===== src/rtl/mem_port_arbiter.sv =====
// Single-port arbiter in front of the unified instruction/data memory: picks a
// fetch or load/store request, drives the memory port for one cycle and captures Rd.
module mem_port_arbiter #(
  parameter int          DEPTH     = 64,
  parameter int          AW        = 6,
  parameter logic [31:0] NOP_INSTR = 32'h0000_0000
) (
  input  logic        Clk,
  input  logic        Rst_n,
  input  logic        IfReq,
  input  logic [31:0] IfAddr,
  output logic        IfAck,
  output logic [31:0] Instr,
  input  logic        DReq,
  input  logic        DWe,
  input  logic [31:0] DAddr,
  input  logic [31:0] DWd,
  output logic        DAck,
  output logic [31:0] DRd,
  output logic        Err,
  output logic        MemWe,
  output logic [31:0] MemAddr,
  output logic [31:0] MemWd,
  input  logic [31:0] MemRd
);

  typedef enum logic [1:0] {
    IDLE  = 2'd0,
    FETCH = 2'd1,
    LOAD  = 2'd2,
    STORE = 2'd3
  } state_t;

  // A byte address is unusable if it is not word aligned or lies beyond DEPTH words.
  function automatic logic addr_bad(input logic [31:0] addr);
    addr_bad = (addr[1:0] != 2'b00) || (addr[31:AW+2] != {(30-AW){1'b0}});
  endfunction

  state_t      state_r;
  logic        if_ack_r;
  logic        d_ack_r;
  logic        err_r;
  logic        lat_bad_r;
  logic        mem_we_r;
  logic [31:0] instr_r;
  logic [31:0] drd_r;
  logic [31:0] mem_addr_r;
  logic [31:0] mem_wd_r;

  logic        take_d_s;
  logic        take_if_s;
  logic [31:0] sel_addr_s;
  logic        sel_bad_s;

  // Request selection: nothing is accepted while an Ack is showing, data wins over fetch.
  always_comb begin
    take_d_s  = 1'b0;
    take_if_s = 1'b0;
    if ((state_r == IDLE) && !if_ack_r && !d_ack_r) begin
      if (DReq) begin
        take_d_s = 1'b1;
      end else if (IfReq) begin
        take_if_s = 1'b1;
      end else begin
        take_d_s  = 1'b0;
        take_if_s = 1'b0;
      end
    end else begin
      take_d_s  = 1'b0;
      take_if_s = 1'b0;
    end
  end

  // Address of whichever request is being accepted this cycle.
  always_comb begin
    if (take_d_s) begin
      sel_addr_s = DAddr;
    end else begin
      sel_addr_s = IfAddr;
    end
    sel_bad_s = addr_bad(sel_addr_s);
  end

  // Arbiter FSM with all port-facing outputs registered.
  always_ff @(posedge Clk or negedge Rst_n) begin
    if (!Rst_n) begin
      state_r    <= IDLE;
      if_ack_r   <= 1'b0;
      d_ack_r    <= 1'b0;
      err_r      <= 1'b0;
      lat_bad_r  <= 1'b0;
      mem_we_r   <= 1'b0;
      instr_r    <= NOP_INSTR;
      drd_r      <= 32'h0000_0000;
      mem_addr_r <= 32'h0000_0000;
      mem_wd_r   <= 32'h0000_0000;
    end else begin
      case (state_r)
        IDLE: begin
          if_ack_r <= 1'b0;
          d_ack_r  <= 1'b0;
          err_r    <= 1'b0;
          if (take_d_s) begin
            mem_addr_r <= {{(32-AW){1'b0}}, sel_addr_s[AW+1:2]};
            mem_wd_r   <= DWd;
            lat_bad_r  <= sel_bad_s;
            // Write enable is armed here so it is clean for the whole STORE cycle.
            mem_we_r   <= DWe & ~sel_bad_s;
            state_r    <= DWe ? STORE : LOAD;
          end else if (take_if_s) begin
            mem_addr_r <= {{(32-AW){1'b0}}, sel_addr_s[AW+1:2]};
            lat_bad_r  <= sel_bad_s;
            mem_we_r   <= 1'b0;
            state_r    <= FETCH;
          end else begin
            mem_we_r   <= 1'b0;
            state_r    <= IDLE;
          end
        end
        FETCH: begin
          if (!lat_bad_r) begin
            instr_r <= MemRd;
          end else begin
            instr_r <= instr_r;
          end
          if_ack_r <= 1'b1;
          err_r    <= lat_bad_r;
          mem_we_r <= 1'b0;
          state_r  <= IDLE;
        end
        LOAD: begin
          if (!lat_bad_r) begin
            drd_r <= MemRd;
          end else begin
            drd_r <= drd_r;
          end
          d_ack_r  <= 1'b1;
          err_r    <= lat_bad_r;
          mem_we_r <= 1'b0;
          state_r  <= IDLE;
        end
        STORE: begin
          d_ack_r  <= 1'b1;
          err_r    <= lat_bad_r;
          mem_we_r <= 1'b0;
          state_r  <= IDLE;
        end
        default: begin
          if_ack_r <= 1'b0;
          d_ack_r  <= 1'b0;
          err_r    <= 1'b0;
          mem_we_r <= 1'b0;
          state_r  <= IDLE;
        end
      endcase
    end
  end

  assign IfAck   = if_ack_r;
  assign DAck    = d_ack_r;
  assign Err     = err_r;
  assign Instr   = instr_r;
  assign DRd     = drd_r;
  assign MemWe   = mem_we_r;
  assign MemAddr = mem_addr_r;
  assign MemWd   = mem_wd_r;

endmodule


===== config.mk =====
export PLATFORM = sky130hd
export DESIGN_NAME = mem_port_arbiter
export DESIGN_NICKNAME = d
export VERILOG_FILES = /design/src/rtl/mem_port_arbiter.sv
export SDC_FILE = /design/constraint.sdc
export NUM_CORES = 1
export LEC_CHECK = 0
export ABC_AREA = 1
export BUFFER_PORTS_ARGS = -buffer_cell sky130_fd_sc_hd__buf_2
export CAP_MARGIN = 20
export CORE_MARGIN = 5
export CORE_UTILIZATION = 44
export DETAILED_ROUTE_END_ITERATION = 10
export GPL_ROUTABILITY_DRIVEN = 1
export HOLD_SLACK_MARGIN = 0.03
export MAX_ROUTING_LAYER = met4
export PLACE_DENSITY_LB_ADDON = 0.12
export REMOVE_ABC_BUFFERS = 1
export SYNTH_ARGS = -nofsm -noshare
export SYNTH_HDL_FRONTEND = slang
export SYNTH_SLANG_ARGS = --single-unit
export TNS_END_PERCENT = 50

===== constraint.sdc =====
create_clock -name Clk -period 1.5 [get_ports Clk]
set_input_delay 0.3 -clock Clk [delete_from_list [all_inputs] [get_ports Clk]]
set_output_delay 0.3 -clock Clk [all_outputs]
set_load 0.01 [all_outputs]

==> results.ini <==
[pwr]
vdd_drop_max_uv=913
cell_internal_pwr_mw=7.11
switching_share_pct=40.4
power_density_nw_per_um2=1990
power_switching_mw=4.81
p_clk_share_pct=13.9
leakagePower_nw=3.48
combPwrFrac_pct=43.0
seqPwrFrac_pct=43.1

[routing]
firstDrtPassIters=5
wire_per_inst_um=13.5
via_per_inst=4.44
drt_iter0_drc=220
route.detailed.drc=0
wirelength_um=11900
vias=3944
ant_nets=0

[layout]
drive_gt1_share_pct=36.8
multi_input_area_um2=1430
final_area_um2=5990
regArea_um2=2730
area_growth_pct=33.1
fillers=944
nNetsFinal=880
instances_no_fill=888

[worst_setup_path]
cp.required_ns=1.77
worst_r2r_endpoint=MemAddr[1]
critPathTopFamily=flip-flops
start_kind=flip-flop
cp_slowest_stage_delay_ns=0.45
setup.worst_path.end_class=flip-flop
path_cells=nor2_4, nand3_4, inv_2, buf_4, nand2_1, a31oi_1
cp_data_arrival_time_ns=1.61
crit_fanout=8
reg2reg_depth=6
crit_buf_inv=2
path_class=flip-flop to flip-flop
rrSetupSlack_ns=0.15
rr_startpoint=state_r[0]
slowest_stage=dfrtp_1

[cts]
cts_tree=built
clk_latency_ns=0.36
postCtsSetupBuffers=0
clock_sinks=109
htree_levels=3
clock_path_buffers=2
cts_root_buf=clkbuf_8
cts-resized-gates=0
cts_inserted_buffers=9
ctsHoldBuffers=1
clk_pin_slew_ns=0.11

[global_route]
overflow=0
grt_max_degree=54
antenna_found_initial=1
grt_first_pass_wirelength_um=19700
grt_usage_pct=20.0
grt_pass1_vias=4069

[placed_design]
portBuffers=238
placed_area_um2=5800
gp_congestion=0.836
dp_hpwl_um=9260
place_inst=871

[sta]
setup_viol=0
finalHoldViolations=0
final.min_clock_period_ns=1.35
fmax_ghz=0.743
rsz0062_at_grt=false
post-route-period-util_pct=89.7
drv_slew=0
clock_skew_ns=0.0199

[floorplan]
fp-row-count=37
die_x_um=111
die_area_um2=12400
pin_count=265
fp.coreArea_um2=10100
die_h_um=111
initial_core_util_pct=44.4

[worst_hold_path]
hold_depth=3
hold_path.class=input pin to flip-flop
holdPathEnd=MemWd[3]
worstHoldStart=DWd[3]

[synth]
synth_seq_area_share_pct=60.6
synthTopCellsByArea=dfrtp_1, nand2_1, o21ai_0
ys_ff_latch=109
ys.flop_type=dfrtp_1
synth_area_um2=4500
yosys.area.top_type=dfrtp_1
synth_edf_count=0
ys_types=22
yosys-top-cells-count=nand2_1, dfrtp_1, o21ai_0
synth_top_cell_area_share_pct=60.6
async_flop_share_pct=100
yosysWarnings=0
syn_inst=507
syn_area_per_cell_um2=8.88
yosysMostFrequentCell=nand2_1

[outcome]
outcome=complete, no violations

[run]
max_cap_violations=0

-- layer usage --
layer	part of all wire, %	global-route usage, %	up-vias	wire length (um)
met5	0	-	-	0
met2	47	31.2	168	5620
met3	7.8	5.73	6	932
li1	-	-	1989	-
met1	44	25.9	1781	5300
met4	0.78	5.11	0	93
-- worst min-delay path, cell delays in order --
cell,delay [ns]
buf_2,0.07
nand2_1,0.04
nand2_1,0.04
-- cell usage in the layout, fill, tap and decap left out --
| cell type | Yosys | routed |
|---|---|---|
| buf_2 | 9 | 237 |
| nand2_1 | 185 | 185 |
| dfrtp_1 | 109 | 109 |
| o21ai_0 | 62 | 62 |
| nor2_1 | 45 | 45 |
| inv_1 | 34 | 34 |
| conb_1 | 1 | 26 |
| clkbuf_8 | 0 | 10 |
| buf_4 | 27 | 9 |
| a31oi_1 | 6 | 6 |
| buf_12 | 0 | 4 |
| clkinv_4 | 0 | 3 |
| nor2_4 | 2 | 2 |
| nand3_2 | 2 | 2 |
| or2_2 | 2 | 2 |
| nand4_1 | 2 | 2 |
| inv_2 | 2 | 2 |
| nand2_2 | 2 | 2 |
| o21ai_1 | 2 | 2 |
| nand3_1 | 2 | 2 |
| inv_6 | 0 | 2 |
| diode_2 | 0 | 1 |
| nand3_4 | 1 | 1 |
| o22ai_1 | 1 | 1 |
| dlygate4sd3_1 | 0 | 1 |
-- cells by family (layout without fill, tap and decap cells) --
logic type	Yosys count	count (layout)	synth area share [%]
buf+inv	83	302	9.67
compound gates	71	71	8.09
simple gates	243	243	21.6
other cells	1	27	0.0833
flops	109	109	60.6
-- sequential cells by signal, summed over array words and instances (netlist names) --
register and count:
state_r 2, DRd 32, IfAck 1, MemAddr 6
Err 1, DAck 1, MemWe 1, Instr 32
lat_bad_r 1, MemWd 32
-- through the flow --
stage / hold slack (ns) / setup TNS [ns] / utilization [%] / total power [mW] / setup WS [ns]
6_report: 0.124 / 0 / 59.1 / 11.9 / 0.154
5_1_grt: 0.0961 / 0 / 59.1 / 13.0 / 0.0400
4_1_cts: 0.0987 / 0 / 59.1 / 12.1 / 0.132
3_5_place_dp: 0.330 / 0 / 57.2 / 10.4 / 0.146
3_3_place_gp: 0.326 / 0 / 57.2 / 10.2 / 0.206
2_1_floorplan: 0.00441 / -1.47 / - / 7.82 / -0.146
-- cell type report --
class	instances	share of cell area [%]
Multi-Input combinational cell	340	23.9
Antenna cell	1	0.0418
Timing Repair Buffer	251	22.4
Tap cell	136	2.84
Sequential cell	109	45.5
Clock buffer	10	2.30
Inverter	36	2.25
Clock inverter	5	0.731
-- worst max path at each step --
stage                             to  cells after the start  startpoint  slack (ns)
final                     MemAddr[1]                      6  state_r[0]        0.15
after global routing      MemAddr[2]                      6  state_r[0]        0.04
after CTS                 MemAddr[1]                      6  state_r[0]        0.13
after detailed placement  MemAddr[1]                      6  state_r[0]        0.15
after global placement     lat_bad_r                      7  state_r[0]        0.21
after floorplan            lat_bad_r                      7  state_r[0]       -0.15
-- power groups by stage --
stage | Clock, mW | Sequential (mW) | Combinational [mW]
after floorplan | 0 | 5.83 | 1.99
after CTS | 1.72 | 5.14 | 5.23
after detailed placement | 0 | 5.17 | 5.24
final | 1.66 | 5.14 | 5.13
after global placement | 0 | 5.14 | 5.08
after global routing | 1.85 | 5.34 | 5.81
No activity file was read; power rests on OpenSTA's default activity.
